**src/rtl/mux_32x8.sv**
```systemverilog
// mux_32x8: 32-to-8 serializer on clk_4f, MSB byte first, with a one-word skid buffer.
// Define MUX32X8_IDLE_EN to drive IDLE_BYTE on data_out_32x8 whenever no valid byte is sent.
module mux_32x8 #(
    parameter logic [7:0] IDLE_BYTE = 8'hBC
) (
    input  logic        clk_4f,
    input  logic        reset,
    input  logic [31:0] data_in_32x8,
    input  logic        valid_in_32x8,
    output logic        ready_in_32x8,
    output logic [7:0]  data_out_32x8,
    output logic        valid_out_32x8,
    output logic [1:0]  selector_out_32x8
);

`ifdef MUX32X8_IDLE_EN
    localparam logic [7:0] IdleData = IDLE_BYTE;
`else
    // Idle pattern disabled; the mask keeps IDLE_BYTE referenced in this build.
    localparam logic [7:0] IdleData = IDLE_BYTE & 8'h00;
`endif

    // StSend doubles as the hold-register valid flag.
    typedef enum logic [0:0] {StIdle, StSend} state_e;

    state_e      state_q, state_d;
    logic [31:0] hold_q, hold_d;
    logic [31:0] skid_q, skid_d;
    logic        skid_v_q, skid_v_d;
    logic [1:0]  sel_q, sel_d;
    logic [7:0]  data_out_q, data_out_d;
    logic        valid_out_q, valid_out_d;
    logic [1:0]  sel_out_q, sel_out_d;
    logic        accept;
    logic [7:0]  cur_byte;

    assign ready_in_32x8 = !skid_v_q;
    assign accept        = valid_in_32x8 && ready_in_32x8;

    always_comb begin
        unique case (sel_q)
            2'd0: cur_byte = hold_q[31:24];
            2'd1: cur_byte = hold_q[23:16];
            2'd2: cur_byte = hold_q[15:8];
            2'd3: cur_byte = hold_q[7:0];
        endcase
    end

    always_comb begin
        state_d     = state_q;
        hold_d      = hold_q;
        skid_d      = skid_q;
        skid_v_d    = skid_v_q;
        sel_d       = sel_q;
        data_out_d  = IdleData;
        valid_out_d = 1'b0;
        sel_out_d   = 2'd0;

        unique case (state_q)
            StIdle: begin
                if (accept) begin
                    hold_d  = data_in_32x8;
                    sel_d   = 2'd0;
                    state_d = StSend;
                end
            end
            StSend: begin
                data_out_d  = cur_byte;
                sel_out_d   = sel_q;
                valid_out_d = 1'b1;
                sel_d       = sel_q + 2'd1;
                if (sel_q == 2'd3) begin
                    // Word boundary: skid has priority, then a same-edge accept.
                    if (skid_v_q) begin
                        hold_d   = skid_q;
                        skid_v_d = 1'b0;
                    end else if (accept) begin
                        hold_d = data_in_32x8;
                    end else begin
                        state_d = StIdle;
                    end
                end else if (accept) begin
                    skid_d   = data_in_32x8;
                    skid_v_d = 1'b1;
                end
            end
            default: state_d = StIdle;
        endcase
    end

    always_ff @(posedge clk_4f or posedge reset) begin
        if (reset) begin
            state_q     <= StIdle;
            hold_q      <= 32'd0;
            skid_q      <= 32'd0;
            skid_v_q    <= 1'b0;
            sel_q       <= 2'd0;
            data_out_q  <= IdleData;
            valid_out_q <= 1'b0;
            sel_out_q   <= 2'd0;
        end else begin
            state_q     <= state_d;
            hold_q      <= hold_d;
            skid_q      <= skid_d;
            skid_v_q    <= skid_v_d;
            sel_q       <= sel_d;
            data_out_q  <= data_out_d;
            valid_out_q <= valid_out_d;
            sel_out_q   <= sel_out_d;
        end
    end

    assign data_out_32x8     = data_out_q;
    assign valid_out_32x8    = valid_out_q;
    assign selector_out_32x8 = sel_out_q;

endmodule

```
**config.mk**
```make
export PLATFORM = sky130hd
export DESIGN_NAME = mux_32x8
export DESIGN_NICKNAME = d
export VERILOG_FILES = /design/src/rtl/mux_32x8.sv
export SDC_FILE = /design/constraint.sdc
export NUM_CORES = 1
export LEC_CHECK = 0
export BUFFER_PORTS_ARGS = -buffer_cell sky130_fd_sc_hd__buf_4
export CORE_MARGIN = 3
export CORE_UTILIZATION = 45
export DETAILED_ROUTE_END_ITERATION = 16
export RECOVER_POWER = 100
export SYNTH_ARGS = -nofsm -noshare
export SYNTH_HDL_FRONTEND = slang
export SYNTH_SLANG_ARGS = --single-unit
```
**constraint.sdc**
```tcl
create_clock -name clk_4f -period 6.15 [get_ports clk_4f]
set_clock_uncertainty 0.05 [all_clocks]
set_input_delay 0.615 -clock clk_4f [delete_from_list [all_inputs] [get_ports clk_4f]]
set_output_delay 0.615 -clock clk_4f [all_outputs]
set_load 0.05 [all_outputs]
```
; ---- Word-level counts from Yosys, hierarchy flattened
; Index checks and enable logic that the tools add are counted.
[totals]
elab_cells = 38
input_bits = 35
regBits = 79
output_inout_bits = 12
[classes]
eq_ne = 5
n_reduce_logical = 6
add_sub_neg = 1
mux = 16
bitwise = 2
[op_table]
columns = operator, n
row1 = 32-bit two-way mux, 3
row2 = 32-bit case mux with 2 select lines, 1
row3 = 8-bit case mux with 4 select lines, 1
row4 = 8-bit two-way mux, 1
row5 = 1-bit two-way mux, 6
row6 = "2-bit equality test, second input constant", 2
row7 = 2-bit two-way mux, 2
row8 = 2-bit case mux with 2 select lines, 1
row9 = 3-bit AND reduction, 1
row10 = "2-bit by 1-bit adder with 2-bit output, second input constant", 1
row11 = "2-bit by 1-bit equality test with 1-bit output, second input constant", 1
row12 = 2-bit logical NOT, 1
row13 = "2-bit by 1-bit inequality test with 1-bit output, second input constant", 1
row14 = "2-bit inequality test, second input constant", 1
row15 = 1-bit NOT, 2
row16 = 1-bit case mux with 2 select lines, 1
row17 = 2-bit AND reduction, 1
row18 = 2-bit nonzero test, 1
row19 = 1-bit logical AND, 1
row20 = 1-bit logical NOT, 1

; ---- Depth between registers and ports, before layout
; Gate-level depths: netlist of run 1.
[depth]
depth_word = 6
ltp_mapped = 7
ltp_nobuf = 5

; ---- Least setup slack after synthesis of run 1
; No wires, ideal clock.
[synth_timing]
kind = flip-flop to flip-flop
startpoint = register sel_q[0]
endpoint = register skid_q[0]
setup_time_ns = 0.125
path_buffers = 3
stages_incl_launch_ff = 8
required_time_ns = 5.975
period_less_slack_ns = 1.758
path_slack_ns = 4.392
arrival_ns = 1.583
path_cell_list = dfrtp_1 ha_1 buf_6 nand2b_4 buf_8 nor2_8 buf_6 mux2_2
[synth_between]
elab_chain_len = 3
[synth_lines]
columns = item, line_no
row1 = "start, declared", 30  ; logic [1:0] sel_q, sel_d;
row2 = "start signal, assigned", 106  ; sel_q <= sel_d;
row3 = 2-bit equality test, 72  ; if (sel_q == 2'd3) begin
row4 = 1-bit NOT (no source line), -
row5 = 3-bit AND reduction (no source line), -
row6 = "end signal, assigned", 104  ; skid_q <= skid_d;
row7 = "end, declared", 28  ; logic [31:0] skid_q, skid_d;
; Every way passes these cells.
; A chain may end at the register's enable or synchronous reset.

; ---- Worst setup path in the final report of run 1
[layout_timing]
startpoint = register skid_v_q
endpoint = register hold_q[0]
[layout_between]
elab_chain_len = 6
[layout_lines]
columns = item, line_no
row1 = "start, declared", 29  ; logic skid_v_q, skid_v_d;
row2 = "start signal, assigned", 105  ; skid_v_q <= skid_v_d;
row3 = 1-bit logical NOT, 37  ; assign ready_in_32x8 = !skid_v_q;
row4 = 1-bit logical AND, 38  ; assign accept = valid_in_32x8 && ready_in_32x8;
row5 = 32-bit two-way mux, -
row6 = 32-bit two-way mux, 74  ; if (skid_v_q) begin
row7 = 32-bit two-way mux, 72
row8 = 32-bit case mux with 2 select lines (*), 59  ; unique case (state_q)
row9 = "end signal, assigned", 103  ; hold_q <= hold_d;
row10 = "end, declared", 27  ; logic [31:0] hold_q, hold_d;
; Every way passes the cells marked *; elsewhere a longest branch is shown, timed or not. The select of a mux whose other input is x is not followed.

==> implementation parameters, run 1 <==
Parameter                              Value

Clocking
  CTS sink cnt ... 79
  Number of levels in the clock H-tree ... 3
  Setup Buffers After CTS ... 0
  TritonCTS Buffers ... 9
  CTS clk-pin slew, worst paths ... 0.08 ns
  Quantity of gates resized following cts ... 0
  Post-CTS Hold Fix Bufs ... 0
  Clock Path Buffers ... 2
  Clock Root Buffer ... clkbuf_8
  TritonCTS clock tree ... built
  Worst skew pair latency ... 0.34 ns

Cells and area
  FF/Latch Area ... 0.00198 sq mm
  Final instance count without filler cells ... between 300 and 400
  Number of nets in the layout ... 323
  Area growth from synthesis to layout ... 9.11%
  Layout cell share with drive strength beyond 1 ... 0.319
  FILL cells ... 674
  Area of the multi-input gates ... 0.00124 sq mm
  Diodes inserted ... 0

Setup path
  Path type of the worst setup path ... register to register
  Number of cells on the worst reg-to-reg path ... 5
  First element of the critical path ... skid_v_q$_DFFE_PP0P_
  Largest fanout of any net on the critical path ... 37
  Crit path DAT ... about 3.6 ns
  Worst reg2reg setup slack ... 2.69 ns
  Setup crit start kind ... register
  Req. time, crit path ... 6.33 ns
  Reg2Reg Capture Point ... hold_q[0]$_DFFE_PP0P_
  Beginning of the worst register-to-register path ... skid_v_q$_DFFE_PP0P_
  Kind of capture point of the worst setup path ... register

Place
  Number of placed instances, taps included ... 372
  Final weighted congestion in routability-driven placement ... 0.783
  Count of port buffers added during placement ... 46
  Detailed Place HPWL ... 4490 um

Hold path
  Worst Hold Path EP ... skid_q[26]$_DFFE_PP0P_
  Number of instances on the worst hold path ... 1
  Tightest Hold Check Type ... register to register
  Hold_sp ... skid_q[26]$_DFFE_PP0P_

GRT
  Maximum number of pins on one net before global-route repair ... 80
  Met2 Track Usage GR ... 0.252
  Met1 global-route usage ... 0.245
  Met3 Use GR ... 0.0335
  Grt total ovfl ... 0
  Global-route wire length before repair ... 11400 um
  Most used routing layer ... met2
  Number of antenna violations at the first check in global routing ... 0
  Number of global-route vias before repair ... 2169
  Total GRT Usage ... 0.170

Power
  Leak pwr ... 1.61 nW
  Maximum VDD drop ... 0.204 mV
  PD cells ... 633 mW/mm^2

Floorplan
  Die ar. ... 0.00891 sq mm
  Floorplan Core Area ... 0.00741 sq mm
  Boundary Pins ... 47
  Overall die height ... between 90 and 100 um
  Num rows ... 31
  Die extent in x ... 94.4 um
  Effective utilization at floorplan ... 0.475

Run status
  Violations in the final reports ... max-capacitance violations, max-slew violations
  Run status ... finished, violations left

STA
  Share of the cycle needed by the critical path after routing ... 0.563
  Number of slew-limit violations in the final report ... 38
  Max Fclk ... 0.289 GHz
  Setup TNS ... 0 ns
  Unrepaired setup endpoints after global routing ... false
  Final critical-path required period ... 3.46 ns
  Max-slew headroom at the worst pin ... -0.330
  Count of final setup violators ... 0
  Worst-Margin Slew ... 1.99 ns
  Final Hold Violating Endpoints ... 0

Synthesis
  Count of unique library cells instantiated by Yosys ... 25
  Ys Warns ... 0
  Gate Count Post-Synth ... 246
  Post-synthesis sequential element count ... ~80
  Avg Inst Size Synth ... 14.3 sq um
  Post-synthesis instance area ... about 0.0035 sq mm
  Portion of the post-synthesis area used by sequential elements ... 0.562
  Net count after synthesis ... 285

Drt
  Count of routing violations after the opening detailed-route iteration ... 164
  DRC ... 0
  Wirelength per Cell ... around 18 um
  Drt via density ... 5.69
  Final wirelength ... 7090 um
  Number of nets with antenna violations after detailed routing ... 0
  Pre-Repair DR Iteration Count ... 7
  Via Count ... 2201

Job
  Total of max-cap violations ... 1
[registers in the layout, summed over array words and instances (netlist names)]
signal / flops
selector_out_32x8: 2
skid_v_q: 1
skid_q: 32
data_out_32x8: 8
state_q: 1
valid_out_32x8: 1
sel_q: 2
hold_q: 32
[cells by family (layout without fill, tap and decap cells)]
logic type,after synthesis,count (layout),synth area share
AO/OA/AOI/OAI,92,92,0.245
adder cells (fa/ha/maj),4,4,0.0142
buffers and inverters,28,70,0.0523
flip-flops,79,79,0.562
multiplexers,33,33,0.105
AND/OR/NAND/NOR,10,10,0.0206
[cell type report]
| type | instances | share of cell area |
|---|---|---|
| clock buffer | 14 | 0.0398 |
| clock inverter | 1 | 0.00130 |
| inverter | 5 | 0.00489 |
| multi-input combinational | 139 | 0.322 |
| sequential | 79 | 0.515 |
| tap | 99 | 0.0323 |
| timing repair buffer | 50 | 0.0841 |
[cell usage after synthesis (all sizes together)]
cell	instances	area share
clkbuf	7	0.0075
o2bb2a	1	0.0028
inv	5	0.0053
mux2	32	0.10
and2	2	0.0036
ha	4	0.014
o21ai	9	0.013
mux2i	1	0.0028
nand2	4	0.0043
nand3	1	0.0014
o22ai	32	0.057
nor2	1	0.0057
a2bb2oi	31	0.13
nand2b	2	0.0057
a222oi	8	0.023
buf	16	0.039
dfrtp	79	0.56
a21oi	10	0.014
a21boi	1	0.0053
[worst max-delay path, cell delays in order, from the launching register on]
cell and delay (ns):
dfrtp_1 0.39, nand2b_1 0.12, clkbuf_1 1.41, a21boi_4 0.25, clkbuf_1 0.63, o2bb2a_1 0.48
[routing by layer]
metal,routed length (um),vias up
met5,0,-
met4,114,0
met3,329,11
met2,3150,62
met1,3500,1110
li1,-,1018
[cell usage in the layout (no fill, tap or decap), types with 5 or more instances in the layout]
cell / instances
a2bb2oi_1: 20
inv_1: 5
a2bb2oi_2: 11
dfrtp_1: 79
clkbuf_8: 10
buf_4: 35
a21oi_1: 10
o22ai_1: 32
a222oi_1: 8
mux2_2: 31
o21ai_0: 9
clkbuf_1: 18
[worst max-delay path by stage]
stage                            endpoint  slack, ns  cells after the start
5_1_grt             hold_q[0]$_DFFE_PP0P_       2.29                      5
4_1_cts             hold_q[0]$_DFFE_PP0P_       3.44                      5
3_5_place_dp       hold_q[30]$_DFFE_PP0P_       3.46                      5
6_report            hold_q[0]$_DFFE_PP0P_       2.69                      5
2_1_floorplan  data_out_32x8[0]$_DFF_PP0_       3.46                      1
3_3_place_gp        hold_q[0]$_DFFE_PP0P_       3.54                      5
[metrics by stage]
stage / utilization / instance area [sq um] / hold WS [ns] / power (mW) / setup WS [ns]
2_1_floorplan: - / 3520 / 0.305 / 2.03 / 3.46
3_3_place_gp: 0.520 / 3850 / 0.420 / 2.25 / 3.54
3_5_place_dp: 0.520 / 3850 / 0.432 / 2.27 / 3.46
4_1_cts: 0.541 / 4010 / 0.439 / 2.60 / 3.44
5_1_grt: 0.518 / 3840 / 0.447 / 2.60 / 2.29
6_report: 0.518 / 3840 / 0.446 / 2.43 / 2.69
[power breakdown]
group	switching, mW	internal, mW	leakage (nW)	total [mW]
Sequential	0.170	0.794	0.906	0.965
Combinational	0.630	0.507	0.628	1.14
Clock	0.172	0.156	0.0805	0.328
No activity file was read; power rests on OpenSTA's default activity.
==> inputs of run 2 (changes only) <==
Clock period 6.15 ns to 3.2 ns, I/O delays scaled along.
==> implementation parameters, run 2 (same netlist as run 1, synthesis figures left out) <==
Parameter                              Value

Run status
  Run status ... finished clean

Clocking
  CTS sink cnt ... 79 (unchanged)
  Clock Root Buffer ... clkbuf_8
  CTS clk-pin slew, worst paths ... 0.08 ns (about the same)
  Setup Buffers After CTS ... 0 (unchanged)
  Worst skew pair latency ... 0.34 ns (about the same)
  Clock Path Buffers ... 2 (unchanged)
  Number of levels in the clock H-tree ... 3 (unchanged)
  Post-CTS Hold Fix Bufs ... 0 (unchanged)
  TritonCTS Buffers ... 9 (unchanged)
  TritonCTS clock tree ... built
  Quantity of gates resized following cts ... 0 (unchanged)

Drt
  Drt via density ... 5.61 (-1.3%)
  DRC ... 0 (unchanged)
  Final wirelength ... 7090 um (about the same)
  Wirelength per Cell ... 18.2 um (-0.57%)
  Number of nets with antenna violations after detailed routing ... 0 (unchanged)
  Pre-Repair DR Iteration Count ... 5 (-2)
  Via Count ... 2183 (-0.82%)
  Count of routing violations after the opening detailed-route iteration ... 170 (+3.7%)

Setup path
  Largest fanout of any net on the critical path ... 35 (-5.4%)
  Max incr delay on CP ... 0.87 ns (-0.54 ns)
  Top delay family on crit path ... simple AND/OR/NAND/NOR gates
  Crit path DAT ... 2.86 ns (-0.77 ns)
  Path type of the worst setup path ... register to register
  Req. time, crit path ... 3.38 ns (-2.95 ns)
  Number of cells on the worst reg-to-reg path ... 4 (-1)
  Reg2Reg Capture Point ... skid_q[9]$_DFFE_PP0P_
  First element of the critical path ... sel_q[0]$_DFFE_PP0P_
  Kind of capture point of the worst setup path ... register
  Critical Path, Cell by Cell ... ha_1 > nand2b_4 > nor2_4 > mux2_2
  Setup crit start kind ... register
  Crit path max-delay cell type ... nor2_4
  Beginning of the worst register-to-register path ... sel_q[0]$_DFFE_PP0P_
  Buffer and inverter count on the worst path ... 0 (-2)
  Worst reg2reg setup slack ... 0.52 ns (-2.18 ns)

Cells and area
  Final instance count without filler cells ... 389 (+0.52%)
  Leading cell types in the layout, fill and taps excluded ... dfrtp_1, buf_4, o22ai_1
  Area growth from synthesis to layout ... 12.0%
  Post-layout utilization of the core ... 0.531 (+0.0135)
  FF/Latch Area ... 0.00198 sq mm (unchanged)
  Diodes inserted ... 0 (unchanged)
  Layout cell share with drive strength beyond 1 ... 0.352 (+0.0323)
  Area of the multi-input gates ... 0.00127 sq mm (+2.8%)
  FILL cells ... 673 (-0.15%)
  Leading cell type in the layout, fill and taps excluded ... dfrtp_1
  Number of nets in the layout ... 324 (+0.31%)

STA
  Unrepaired setup endpoints after global routing ... false
  Share of the cycle needed by the critical path after routing ... 0.839 (+0.277)
  Final Hold Violating Endpoints ... 0 (unchanged)
  Worst hold slack after final layout ... 0.154 ns (-0.292 ns)
  Worst-Margin Slew ... 1.27 ns (-0.729 ns)
  Max-slew headroom at the worst pin ... 0.155 (+0.485)
  Count of final setup violators ... 0 (unchanged)
  Max Fclk ... 0.372 GHz (+29%)
  Setup TNS ... 0 ns (unchanged)
  Final critical-path required period ... 2.68 ns (-0.775 ns)
  Number of slew-limit violations in the final report ... 0 (-100%)

Place
  Detailed Place HPWL ... 4670 um (+4.0%)
  Final weighted congestion in routability-driven placement ... 0.794 (+1.4%)
  Number of placed instances, taps included ... 373 (+0.27%)
  Count of port buffers added during placement ... 46 (unchanged)

Floorplan
  Num rows ... 31 (unchanged)
  Die extent in x ... 94.4 um (unchanged)
  Overall die height ... 94.4 um (unchanged)
  Effective utilization at floorplan ... 0.475 (unchanged)
  Boundary Pins ... 47 (unchanged)
  Floorplan Core Area ... 0.00741 sq mm (unchanged)
  Die ar. ... 0.00891 sq mm (unchanged)

Power
  PD cells ... 1250 mW/mm^2 (+97%)
  Leak pwr ... 1.64 nW (+1.9%)
  Maximum VDD drop ... 0.379 mV (+86%)

GRT
  Number of global-route vias before repair ... 2267 (+4.5%)
  Global-route wire length before repair ... 11700 um (+2.8%)
  Maximum number of pins on one net before global-route repair ... 47 (-41%)
  Grt total ovfl ... 0 (unchanged)
  Number of antenna violations at the first check in global routing ... 0 (unchanged)
  Total GRT Usage ... 0.174 (+0.00381)

Hold path
  Hold_sp ... data_in_32x8[26]
  Tightest Hold Check Type ... input port to register
  Worst Hold Path EP ... skid_q[26]$_DFFE_PP0P_
  Number of instances on the worst hold path ... 2 (+1)

Job
  Total of max-cap violations ... 0 (-1)
==> run 2: layout make-up <==
type,instances,share of cell area
clock inverters,4,0.0178
clock buffers,12,0.0343
repair buffers,51,0.0864
multi-input cells,139,0.323
inverters,5,0.00477
well taps,99,0.0315
flip-flops and latches,79,0.502
==> run 2: per-layer routing <==
layer | part of all wire | wire length [um] | vias up | GRT usage
met2 | 0.45 | 3160 | 50 | 0.254
li1 | - | - | 1027 | -
met1 | 0.49 | 3450 | 1096 | 0.254
met3 | 0.052 | 366 | 10 | 0.0382
met4 | 0.016 | 110 | 0 | 0.0650
met5 | 0 | 0 | - | 0
==> run 2: how the worst max path moves through the flow <==
stage	endpoint	slack, ns	depth (start not counted)
after floorplan	data_out_32x8[0]$_DFF_PP0_	0.81	1
after global placement	skid_q[11]$_DFFE_PP0P_	0.80	4
after detailed placement	skid_q[9]$_DFFE_PP0P_	0.75	4
after CTS	skid_q[30]$_DFFE_PP0P_	0.74	4
after global routing	skid_q[21]$_DFFE_PP0P_	0.37	4
final	skid_q[9]$_DFFE_PP0P_	0.52	4
==> run 2: where the power goes <==
part / leakage [nW] / internal, mW / total (mW) / switching (mW)
Clock: 0.104 / 0.438 / 0.777 / 0.339
Sequential: 0.906 / 1.53 / 1.86 / 0.338
Combinational: 0.634 / 1.02 / 2.26 / 1.24
==> run 2: per-stage QoR <==
stage | instance area, sq um | setup WS, ns | total power [mW]
after floorplan | 3520 | 0.807 | 3.91
after global placement | 3880 | 0.798 | 4.35
after detailed placement | 3880 | 0.752 | 4.39
after CTS | 4090 | 0.742 | 5.19
after global routing | 3940 | 0.366 | 5.23
final | 3940 | 0.515 | 4.91
==> inputs of run 3 (changes only) <==
Settings changed: PLACE_DENSITY set to 0.67.
Clock period 3.2 ns to 2.35 ns, I/O delays scaled along.
==> implementation parameters, run 3 (same netlist as run 1, synthesis figures left out) <==
Parameter                              Value

Run status
  Run status ... finished clean

STA
  Share of the cycle needed by the critical path after routing ... 0.865 (+0.0263)
  Worst hold slack after final layout ... 0.0662 ns (-0.0882 ns)
  Final Hold Violating Endpoints ... 0 (unchanged)
  Crit path setup slack, layout ... 0.316 ns (-0.199 ns)
  Worst-Margin Slew ... 1.08 ns (-0.185 ns)
  Unrepaired setup endpoints after global routing ... false
  Number of slew-limit violations in the final report ... 0 (unchanged)
  Max-slew headroom at the worst pin ... 0.279 (+0.124)
  Setup TNS ... 0 ns (unchanged)
  Max Fclk ... 0.492 GHz (+32%)
  Count of final setup violators ... 0 (unchanged)
  Final critical-path required period ... 2.03 ns (-0.651 ns)

Setup path
  Path type of the worst setup path ... register to register
  Worst reg2reg setup slack ... 0.32 ns (-0.20 ns)
  Beginning of the worst register-to-register path ... sel_q[0]$_DFFE_PP0P_
  Kind of capture point of the worst setup path ... register
  Number of cells on the worst reg-to-reg path ... 5 (+1)
  Critical Path, Cell by Cell ... ha_1 > nand2b_4 > a21boi_4 > clkbuf_2 > a2bb2oi_1
  First element of the critical path ... sel_q[0]$_DFFE_PP0P_
  Crit path DAT ... 2.26 ns (-0.60 ns)
  Req. time, crit path ... 2.58 ns (-0.80 ns)
  Max incr delay on CP ... 0.42 ns (-0.45 ns)
  Crit path max-delay cell type ... dfrtp_1
  Crit path capture ... hold_q[29]$_DFFE_PP0P_
  Reg2Reg Capture Point ... hold_q[29]$_DFFE_PP0P_
  Top delay family on crit path ... compound AO/OA/AOI/OAI gates
  Setup crit start kind ... register
  Number of logic stages on the critical path including buffering ... 5 (+1)
  Largest fanout of any net on the critical path ... 12 (-66%)
  Buffer and inverter count on the worst path ... 1 (+1)

Cells and area
  Leading cell type in the layout, fill and taps excluded ... dfrtp_1
  Layout cell share with drive strength beyond 1 ... 0.329 (-0.0229)
  Area growth from synthesis to layout ... 12.0% (about the same)
  Leading cell types in the layout, fill and taps excluded ... dfrtp_1, buf_4, o22ai_1
  Final instance count without filler cells ... 397 (+2.1%)
  Diodes inserted ... 0 (unchanged)
  Number of nets in the layout ... 332 (+2.5%)

Drt
  Count of routing violations after the opening detailed-route iteration ... 157 (-7.6%)
  Wirelength per Cell ... 18.0 um (-1.3%)
  Via Count ... 2249 (+3.0%)
  Final wirelength ... 7140 um (+0.72%)
  Drt via density ... 5.66 (+0.95%)
  Number of nets with antenna violations after detailed routing ... 0 (unchanged)
  Pre-Repair DR Iteration Count ... 5 (unchanged)
  DRC ... 0 (unchanged)

Clocking
  CTS clk-pin slew, worst paths ... 0.08 ns (about the same)
  Quantity of gates resized following cts ... 0 (unchanged)
  Clock Path Buffers ... 2 (unchanged)
  Number of levels in the clock H-tree ... 3 (unchanged)
  TritonCTS clock tree ... built
  CTS sink cnt ... 79 (unchanged)
  Clock Root Buffer ... clkbuf_8
  TritonCTS Buffers ... 9 (unchanged)
  Worst skew pair latency ... 0.34 ns (about the same)

GRT
  Number of antenna violations at the first check in global routing ... 0 (unchanged)
  Maximum number of pins on one net before global-route repair ... 34 (-28%)
  Number of global-route vias before repair ... 2288 (+0.93%)
  Grt total ovfl ... 0 (unchanged)
  Global-route wire length before repair ... 11800 um (+0.36%)
  Total GRT Usage ... 0.176 (+0.00202)

Floorplan
  Overall die height ... 94.4 um (unchanged)
  Die ar. ... 0.00891 sq mm (unchanged)
  Effective utilization at floorplan ... 0.475 (unchanged)
  Boundary Pins ... 47 (unchanged)
  Floorplan Core Area ... 0.00741 sq mm (unchanged)
  Num rows ... 31 (unchanged)
  Die extent in x ... 94.4 um (unchanged)

Place
  Setup WS pre-CTS ... 0.294 ns (-0.458 ns)
  Final weighted congestion in routability-driven placement ... 0.808 (+1.8%)
  Number of placed instances, taps included ... 380 (+1.9%)
  Detailed Place HPWL ... 4960 um (+6.3%)
  Count of port buffers added during placement ... 46 (unchanged)

Hold path
  Number of instances on the worst hold path ... 2 (unchanged)
  Tightest Hold Check Type ... input port to register

Job
  Total of max-cap violations ... 0 (unchanged)

Power
  Total power after layout ... 6.49 mW (+32%)
  PD cells ... 1650 mW/mm^2 (+32%)
  Maximum VDD drop ... 0.637 mV (+68%)
  Leak pwr ... 1.68 nW (+1.9%)
## run 3: through the flow
| step | util | cell area, sq um |
|---|---|---|
| detailed placement | 0.535 | 3960 |
| finish | 0.532 | 3940 |
| CTS | 0.562 | 4170 |
| global placement | 0.535 | 3960 |
| global route | 0.532 | 3940 |
| floorplan | - | 3520 |
## run 3: how the worst min path moves through the flow
stage                      startpoint                        to  slack (ns)
floorplan           state_q$_DFF_PP0_  valid_out_32x8$_DFF_PP0_        0.30
global placement                reset    hold_q[29]$_DFFE_PP0P_        0.31
detailed placement              reset    hold_q[29]$_DFFE_PP0P_        0.31
CTS                  data_in_32x8[26]    skid_q[26]$_DFFE_PP0P_        0.06
global route         data_in_32x8[24]    skid_q[24]$_DFFE_PP0P_        0.07
finish               data_in_32x8[26]    skid_q[26]$_DFFE_PP0P_        0.07
## run 3: where the power goes
group / internal (mW) / leakage (nW) / total (mW) / switching, mW
Combinational: 1.36 / 0.671 / 3.03 / 1.67
Clock: 0.498 / 0.0987 / 0.962 / 0.463
Sequential: 2.08 / 0.906 / 2.49 / 0.413
## run 3: what timing repair did
item | 4_1_cts | 5_1_grt
endpoints found under the setup margin | 0 | 0
hold buffers | 1 | 0
endpoints found under the hold margin | 26 | 0
buffers inserted | 0 | 0
## run 3: layout make-up
class | count | area (sq um)
clock buffer | 14 | 183
fill | 656 | 3470
inverter | 5 | 18.8
sequential | 79 | 1980
clock inverter | 2 | 12.5
multi-input combinational | 139 | 1210
timing repair buffer | 59 | 419
tap | 99 | 124
## run 3: worst register-to-register path, cell delays in order (launching register included)
cell and delay (ns):
dfrtp_1 0.42, ha_1 0.39, nand2b_4 0.32, a21boi_4 0.36
clkbuf_2 0.26, a2bb2oi_1 0.17
## run 3: metal layers
metal  vias up  GRT usage  part of all wire
met3         9     0.0287             0.051
met2        57      0.272              0.47
li1       1042          -                 -
met4         0     0.0782             0.012
met5         -          0                 0
met1      1141      0.245              0.47
